**src/rtl/rr_resource_arbiter_if.sv**
```systemverilog
// Handshake bundle between requester front-ends (master) and the round-robin
// arbiter (slave) that owns the shared datapath select/enable.
interface rr_resource_arbiter_if #(
  parameter int unsigned N_REQ = 4,
  parameter int unsigned ID_W  = 2
);
  logic [N_REQ-1:0] req;
  logic [N_REQ-1:0] last;
  logic             res_ready;
  logic [N_REQ-1:0] gnt;
  logic [ID_W-1:0]  gnt_id;
  logic             busy;
  logic             beat;
  logic [7:0]       beat_cnt;
  logic             preempt;

  modport master (
    output req, last, res_ready,
    input  gnt, gnt_id, busy, beat, beat_cnt, preempt
  );

  modport slave (
    input  req, last, res_ready,
    output gnt, gnt_id, busy, beat, beat_cnt, preempt
  );
endinterface

```
**src/rtl/rr_resource_arbiter.sv**
```systemverilog
// Round-robin arbiter granting a shared resource for a burst of beats, with
// release on last beat, request withdrawal, or the HOLD_MAX starvation guard.
module rr_resource_arbiter #(
  parameter int unsigned N_REQ    = 4,
  parameter int unsigned HOLD_MAX = 16,
  parameter int unsigned ID_W     = 2
) (
  input  logic                  clk,
  input  logic                  rst_n,
  rr_resource_arbiter_if.slave  bus
);

  typedef enum logic [0:0] {StIdle, StGrant} state_e;

  state_e           state_q, state_d;
  logic [N_REQ-1:0] gnt_q, gnt_d;
  logic [ID_W-1:0]  gnt_id_q, gnt_id_d;
  logic [ID_W-1:0]  rr_ptr_q, rr_ptr_d;
  logic [7:0]       cnt_q, cnt_d;
  logic             preempt_q, preempt_d;

  logic             busy;
  logic             beat;
  logic [ID_W-1:0]  win;
  logic             found;
  logic             rel_last;
  logic             rel_wd;
  logic             rel_lim;

  assign busy     = (state_q == StGrant);
  assign beat     = busy & bus.req[gnt_id_q] & bus.res_ready;
  assign rel_last = beat & bus.last[gnt_id_q];
  assign rel_wd   = busy & ~bus.req[gnt_id_q];
  assign rel_lim  = beat & (cnt_q == 8'(HOLD_MAX - 1));

  // Scan starting just after the last winner so it becomes lowest priority.
  always_comb begin
    int unsigned idx;
    idx   = 0;
    win   = '0;
    found = 1'b0;
    for (int unsigned off = 1; off <= N_REQ; off++) begin
      idx = (32'(rr_ptr_q) + off) % N_REQ;
      if (!found && bus.req[idx]) begin
        found = 1'b1;
        win   = ID_W'(idx);
      end
    end
  end

  always_comb begin
    state_d   = state_q;
    gnt_d     = gnt_q;
    gnt_id_d  = gnt_id_q;
    rr_ptr_d  = rr_ptr_q;
    cnt_d     = cnt_q;
    preempt_d = 1'b0;
    unique case (state_q)
      StIdle: begin
        if (found) begin
          state_d     = StGrant;
          gnt_d       = '0;
          gnt_d[win]  = 1'b1;
          gnt_id_d    = win;
          rr_ptr_d    = win;
          cnt_d       = '0;
        end
      end
      StGrant: begin
        if (beat && cnt_q != 8'hFF) begin
          cnt_d = cnt_q + 8'd1;
        end
        if (rel_last || rel_wd || rel_lim) begin
          state_d   = StIdle;
          gnt_d     = '0;
          gnt_id_d  = '0;
          // A last beat that lands on the limit is a normal end, not a preemption.
          preempt_d = rel_lim & ~rel_last;
        end
      end
      default: state_d = StIdle;
    endcase
  end

  always_ff @(posedge clk or negedge rst_n) begin
    if (!rst_n) begin
      state_q   <= StIdle;
      gnt_q     <= '0;
      gnt_id_q  <= '0;
      rr_ptr_q  <= ID_W'(N_REQ - 1);
      cnt_q     <= '0;
      preempt_q <= 1'b0;
    end else begin
      state_q   <= state_d;
      gnt_q     <= gnt_d;
      gnt_id_q  <= gnt_id_d;
      rr_ptr_q  <= rr_ptr_d;
      cnt_q     <= cnt_d;
      preempt_q <= preempt_d;
    end
  end

  assign bus.gnt      = gnt_q;
  assign bus.gnt_id   = gnt_id_q;
  assign bus.busy     = busy;
  assign bus.beat     = beat;
  assign bus.beat_cnt = cnt_q;
  assign bus.preempt  = preempt_q;

endmodule

```
**src/flat_wrapper.sv**
```systemverilog
// flat-port wrapper written by rule: the top's interface ports become plain ports
module rr_resource_arbiter_flat 
#(
  parameter int unsigned N_REQ    = 4,
  parameter int unsigned HOLD_MAX = 16,
  parameter int unsigned ID_W     = 2
)
  (clk, rst_n, bus_req, bus_last, bus_res_ready, bus_gnt, bus_gnt_id, bus_busy, bus_beat, bus_beat_cnt, bus_preempt);
  rr_resource_arbiter_if #(.N_REQ(N_REQ), .ID_W(ID_W)) bus_i ();
  input  logic clk;
  input  logic rst_n;
  input wire logic [$bits(bus_i.req)-1:0] bus_req;
  input wire logic [$bits(bus_i.last)-1:0] bus_last;
  input wire logic [$bits(bus_i.res_ready)-1:0] bus_res_ready;
  output wire logic [$bits(bus_i.gnt)-1:0] bus_gnt;
  output wire logic [$bits(bus_i.gnt_id)-1:0] bus_gnt_id;
  output wire logic [$bits(bus_i.busy)-1:0] bus_busy;
  output wire logic [$bits(bus_i.beat)-1:0] bus_beat;
  output wire logic [$bits(bus_i.beat_cnt)-1:0] bus_beat_cnt;
  output wire logic [$bits(bus_i.preempt)-1:0] bus_preempt;
  assign bus_i.req = bus_req;
  assign bus_i.last = bus_last;
  assign bus_i.res_ready = bus_res_ready;
  assign bus_gnt = bus_i.gnt;
  assign bus_gnt_id = bus_i.gnt_id;
  assign bus_busy = bus_i.busy;
  assign bus_beat = bus_i.beat;
  assign bus_beat_cnt = bus_i.beat_cnt;
  assign bus_preempt = bus_i.preempt;
  rr_resource_arbiter #(.N_REQ(N_REQ), .HOLD_MAX(HOLD_MAX), .ID_W(ID_W)) u_core (.clk(clk), .rst_n(rst_n), .bus(bus_i));
endmodule
```
**config.mk**
```make
export PLATFORM = sky130hd
export DESIGN_NAME = rr_resource_arbiter_flat
export DESIGN_NICKNAME = d
export VERILOG_FILES = /design/src/rtl/rr_resource_arbiter_if.sv /design/src/rtl/rr_resource_arbiter.sv /design/src/flat_wrapper.sv
export SDC_FILE = /design/constraint.sdc
export NUM_CORES = 1
export LEC_CHECK = 0
export ABC_AREA = 1
export CAP_MARGIN = 20
export CORE_AREA = 2 2 54 56
export CTS_CLUSTER_DIAMETER = 120
export DETAILED_ROUTE_END_ITERATION = 8
export DIE_AREA = 0 0 56 58
export GPL_ROUTABILITY_DRIVEN = 0
export PLACE_DENSITY = 0.75
export SETUP_SLACK_MARGIN = 0.05
export SYNTH_ARGS = -nofsm -noshare
export SYNTH_HDL_FRONTEND = slang
export SYNTH_SLANG_ARGS = --single-unit
```
**constraint.sdc**
```tcl
create_clock -name clk -period 2.7 [get_ports clk]
set_clock_uncertainty 0.15 [all_clocks]
set_input_delay 0.54 -clock clk [delete_from_list [all_inputs] [get_ports clk]]
set_output_delay 0.54 -clock clk [all_outputs]
set_load 0.1 [all_outputs]
```
# Word level (Yosys, flattened, before mapping)
# Index checks and enable logic that the tools add are counted.
[classes]
n_div = 0
bitwise_logic = 9
n_lt_le_gt_ge = 7
mul = 0
n_addsub = 5
n_mux = 36
n_shift = 0
eq_ne = 5
reduce_logical = 13
[ops]
columns = ["cell", "n"]
rows = [
  ["2-bit by 3-bit less-than comparator with 1-bit output (second input constant)", 6],
  ["8-bit 2-to-1 mux", 2],
  ["8-bit one-hot mux with 2 select lines", 1],
  ["1-bit 2-to-1 mux", 15],
  ["1-bit binary-select mux with 2-bit select", 6],
  ["2-bit 2-to-1 mux", 6],
  ["8-bit by 1-bit adder with 8-bit output (second input constant)", 1],
  ["8-bit by 4-bit == test with 1-bit output (second input constant)", 1],
  ["4-bit 2-to-1 mux", 2],
  ["8-bit != test (second input constant)", 1],
  ["4-bit one-hot mux with 2 select lines", 1],
  ["1-bit AND", 6],
  ["2-bit AND reduction", 3],
  ["1-bit logical AND", 5],
  ["2-bit by 1-bit adder with 2-bit output (second input constant)", 2],
  ["2-bit adder (second input constant)", 2],
  ["2-bit != test (second input constant)", 2],
  ["2-bit one-hot mux with 2 select lines", 1],
  ["1-bit zero test", 3],
  ["1-bit inverter", 3],
  ["1-bit demux with 2-bit select", 1],
  ["2-bit by 1-bit >= comparator with 1-bit output (second input constant)", 1],
  ["1-bit logical OR", 2],
  ["2-bit by 1-bit != test with 1-bit output (second input constant)", 1],
  ["1-bit one-hot mux with 2 select lines", 1],
]
[totals]
ram_bits = 0
inputBits = 11
word_cells = 81
out_inout_bits = 17
mem_count = 0
latchBits = 0
rom_bits = 0
reg_bits = 18

# Longest topological paths before layout
# Gate-level depths: netlist (run 1).
[depth]
depth_word = 19
depth_mapped = 14
depth_no_buf = 13

# Worst setup path before layout (run 1)
# Ideal clock, no wire load.
[synth_timing]
path_kind = "reg2out"
startpoint = "register u_core.state_q (netlist: u_core.bus.busy)"
endpoint = "output port bus_beat"
n_path_buf = 0
setup_slack_ps = -129
required_time_ps = 2010
t_arrival_ps = 2139
stages_incl_launch_ff = 5
cell_sequence = "dfrtp_1 inv_1 a21oi_1 nand2_1 inv_1"
[synth_via]
elab_chain_len = 2
[synth_lines]
columns = ["element", "line", "text"]
rows = [
  ["start, declared", "rr_resource_arbiter.sv:15", "state_e state_q, state_d;"],
  ["start signal, assigned", "rr_resource_arbiter.sv:87", "state_q <= StIdle;"],
  ["start signal, assigned", "rr_resource_arbiter.sv:94", "state_q <= state_d;"],
  ["1-bit AND (2 in series)", "rr_resource_arbiter.sv:31", "assign beat = busy & bus.req[gnt_id_q] & bus.res_ready;"],
  ["end, declared", "flat_wrapper.sv:18", "output wire logic [$bits(bus_i.beat)-1:0] bus_beat;"],
]
# Every way passes these cells.

# Final worst setup path (run 1)
[layout_timing]
startpoint = "input port bus_req[2]"
endpoint = "output port bus_beat"
[layout_via]
elab_chain_len = 4
[layout_lines]
columns = ["element", "line", "text"]
rows = [
  ["start, declared", "flat_wrapper.sv:12", "input wire logic [$bits(bus_i.req)-1:0] bus_req;"],
  ["1-bit binary-select mux with 2-bit select", "rr_resource_arbiter.sv:31", ""],
  ["1-bit 2-to-1 mux (implied by the code)", "rr_resource_arbiter.sv:31", ""],
  ["1-bit AND (2 in series)", "rr_resource_arbiter.sv:31", ""],
]
# Every way passes these cells. The select of a mux whose other input is x is not followed.

==> flow_metrics.py, run 1 <==
metrics = {
    "status": {
        "outcome": "finished clean",
    },
    "logic_synthesis": {
        "yosys_warnings": 0,
        "synth_edf_count": 0,
        "synth_top_cell_area_share": 0.309,
        "post_synth_main_area_contributors": "dfrtp_1, nand2_1, o21ai_2, inv_1, nand2_2",
        "postSynthCellCount": 179,
        "ys_dominant_reg_cell": "dfrtp_1",
        "post_synth.cell_area_avg_um2": 7.23,
        "share_of_flip_flops_with_an_asynchronous_set_or_reset": 1.00,
        "netlist_area_um2": 1290,
        "seq_area_frac_synth": 0.350,
        "synthesized_flop_and_latch_total": 18,
        "synthDistinctLibCells": 26,
        "syn-num-nets": 191,
        "synthDominantAreaCellType": "dfrtp_1",
    },
    "min_path": {
        "worst_min_delay_path_category": "reg2reg",
        "whs_endpoint": "u_core.bus.gnt[2]",
        "hold_path.startpoint": "u_core.bus.gnt[2]",
        "min_delay_path_depth": 2,
    },
    "timing": {
        "timing_worst_slew_pin_value_ps": 404,
        "unrepaired_setup_endpoints_after_global_routing": "false",
        "period_minus_slack_ps": 2500,
        "final-hold-violation-count": 0,
        "setup_tns_ps": 0,
        "achievable-frequency_mhz": 400,
        "setup_ws_ps": 197,
        "hold_ws_ps": 350,
        "report.final.setup_viol": 0,
        "final_min_period_over_clock_period": 0.927,
        "worst_slew_margin_rel": 0.730,
        "report.final.slew_viol_count": 0,
    },
    "placement": {
        "detailedPlacementHpwl_um": 2170,
        "post_dp_cell_area_um2": 1580,
        "post-place-ws_ps": 182,
        "placed_cells": 238,
        "portBuffers": 27,
    },
    "setup_path": {
        "worstPathMaxFanout": 4,
        "timing.critical_path.cells": "clkdlybuf4s50_1 > o211ai_1 > a21oi_1 > nand2_1 > inv_1 > buf_12",
        "worstPathArrival_ps": 1810,
        "rr_startpoint": "u_core.rr_ptr_q[0]",
        "max_stage_delay_ps": 580,
        "critPathRequiredTime_ps": 2010,
        "criticalPathCategory": "in2out",
        "critical_path.slowest_cell": "clkdlybuf4s50_1",
        "worst_path_dominant_cell_family": "buffers and inverters",
        "reg2reg_to": "u_core.bus.beat_cnt[7]",
        "timing.critical_path.from_type": "input port",
        "startpoint": "bus_req[2]",
        "rrSetupSlack_ps": 650,
        "cp_endpoint_kind": "output pin",
        "ff2ff_path_depth": 12,
        "path_buf_inv": 3,
    },
    "route": {
        "route.detailed.drc": 0,
        "via_cell_ratio": 5.01,
        "vias": 1213,
        "routedWlPerCell_um": 11.0,
        "wl_um": 2670,
        "first_iter_violations": 28,
        "first_pass_iters": 4,
        "drt.antenna.violating_nets": 0,
    },
    "grt": {
        "grt-ovfl-total": 0,
        "grt_start_max_net_pins": 15,
        "first_global_vias": 1173,
        "grt_first_pass_wirelength_um": 4790,
        "gr-usage-all-layers": 0.182,
        "number_of_antenna_violations_at_the_first_check_in_global_routing": 0,
    },
    "cts": {
        "cts.repair_timing.setup_buffer_count": 0,
        "clock-root-buffer": "clkbuf_4",
        "clock_latency_late_sink_ps": 290,
        "cts_tree": "built",
        "clk_path_buf_depth": 2,
        "cts_hold_buf": 0,
        "cts_num_sinks": 18,
        "clock_tree.htree_level_count": 1,
        "clk_pin_slew_worst_paths_ps": 100,
        "post_cts.resized_instances": 0,
        "numCtsBuffers": 3,
    },
    "final_layout": {
        "share_of_post_route_cells_with_drive_strength_above_1": 0.280,
        "postLayoutCoreUtil": 0.603,
        "num-nets-final": 224,
        "diodes": 0,
        "finalInstanceArea_um2": 1610,
        "area_growth_pct": 24.2,
        "layoutNonFillerInstCount": 242,
    },
    "floorplan": {
        "floorplan.die.height_um": 58,
        "starting_utilization_of_the_core_area": 0.486,
        "placementRows": 19,
        "die_x_um": 56,
        "fp.dieArea_um2": 3250,
        "core_region_area_um2": 2660,
        "design.portCount": 28,
    },
    "power_and_ir_drop": {
        "finalPower_mw": 2.18,
        "vdd_drop_max_v": 0.000945,
        "p_leak_nw": 0.822,
        "power.density_nw_per_um2": 1360,
    },
    "job": {
        "max_cap_viol_count": 0,
    },
}
worst register-to-register path: stages, from the launching register on:
cell	delay, ps
dfstp_2	660
inv_6	80
nand2_4	70
nand2_1	70
nand2_1	70
nand2_2	90
nor2_8	150
nand3_4	110
nand2_4	90
o21ai_2	50
buf_4	210
nand2_1	100
o21ai_2	50
logic make-up (layout without fill, tap and decap cells):
family,count (synthesis),after routing,share of synthesized area
xor+xnor,5,5,0.0338
compound gates,21,21,0.115
simple gates,105,105,0.392
buf+inv,29,61,0.0996
fa+ha+maj,1,1,0.00967
flops,18,18,0.350
power by group:
| group | switching, mW | leakage (nW) | internal, mW |
|---|---|---|---|
| sequential | 0.0968 | 0.232 | 0.367 |
| clock | 0.0817 | 0.0150 | 0.0575 |
| combinational | 1.15 | 0.574 | 0.430 |
per-layer routing:
layer,track usage,share of wire,vias to the layer above
met5,0,0,-
met4,0.0816,0.021,0
met3,0.0223,0.024,7
met2,0.336,0.53,21
met1,0.213,0.43,557
li1,-,-,628
final cells by class:
cell class,instances,area [um^2]
repair buffers,31,270
well taps,31,38.8
inverters,26,103
multi-input cells,132,712
fillers,251,1060
clock buffers,4,26.3
flip-flops and latches,18,457
cells in the final DEF (no fill, tap or decap):
cell,Yosys,routed
nand2_1,59,59
inv_1,21,21
buf_4,0,20
nor2_1,13,13
dfrtp_1,16,13
nand3_1,11,11
o21ai_2,10,10
clkdlybuf4s50_1,0,10
nand2_2,9,9
xor2_1,5,5
nand2_4,4,4
inv_2,4,4
a21oi_1,3,3
nand4_1,3,3
o21ai_1,3,3
clkbuf_4,0,3
dfrtp_2,0,3
o211ai_1,2,2
nor3_1,2,2
o21ai_0,2,2
dfstp_2,2,2
inv_6,1,1
nor2_8,1,1
nand3_4,1,1
nor3b_1,1,1
a31oi_1,1,1
nor4_1,1,1
ha_1,1,1
clkbuf_1,0,1
buf_12,0,1
Yosys cell counts (all sizes together) (2+ instances only):
master,number
nand4,3
o21ai,15
nand2,72
xor2,5
dfrtp,16
inv,26
nor2,14
a21oi,3
nand3,12
nor3,2
dfstp,2
buf,3
o211ai,2
registers in the layout, summed over array words and instances, names as in the netlist:
signal               cells
u_core.rr_ptr_q          2
u_core.bus.beat_cnt      8
u_core.bus.gnt           4
u_core.bus.busy          1
u_core.bus.gnt_id        2
u_core.bus.preempt       1
how the worst max path moves through the flow:
stage                    end  slack [ps]  cells past startpoint
finish              bus_beat         200                      6
global route        bus_beat         110                      8
CTS                 bus_beat         180                      6
detailed placement  bus_beat         180                      6
global placement    bus_beat         210                      8
floorplan           bus_beat         210                      4
No activity file was read; power rests on OpenSTA's default activity.
==> run 2: changes to the inputs <==
--- a/config.mk
+++ b/config.mk
@@ -8,7 +8,6 @@
 export ABC_AREA = 1
 export CAP_MARGIN = 20
 export CORE_AREA = 2 2 54 56
-export CTS_CLUSTER_DIAMETER = 120
 export DETAILED_ROUTE_END_ITERATION = 8
 export DIE_AREA = 0 0 56 58
 export GPL_ROUTABILITY_DRIVEN = 0
==> results of run 2 <==
No change in the layout: final DEF, timing and power equal those of run 1.
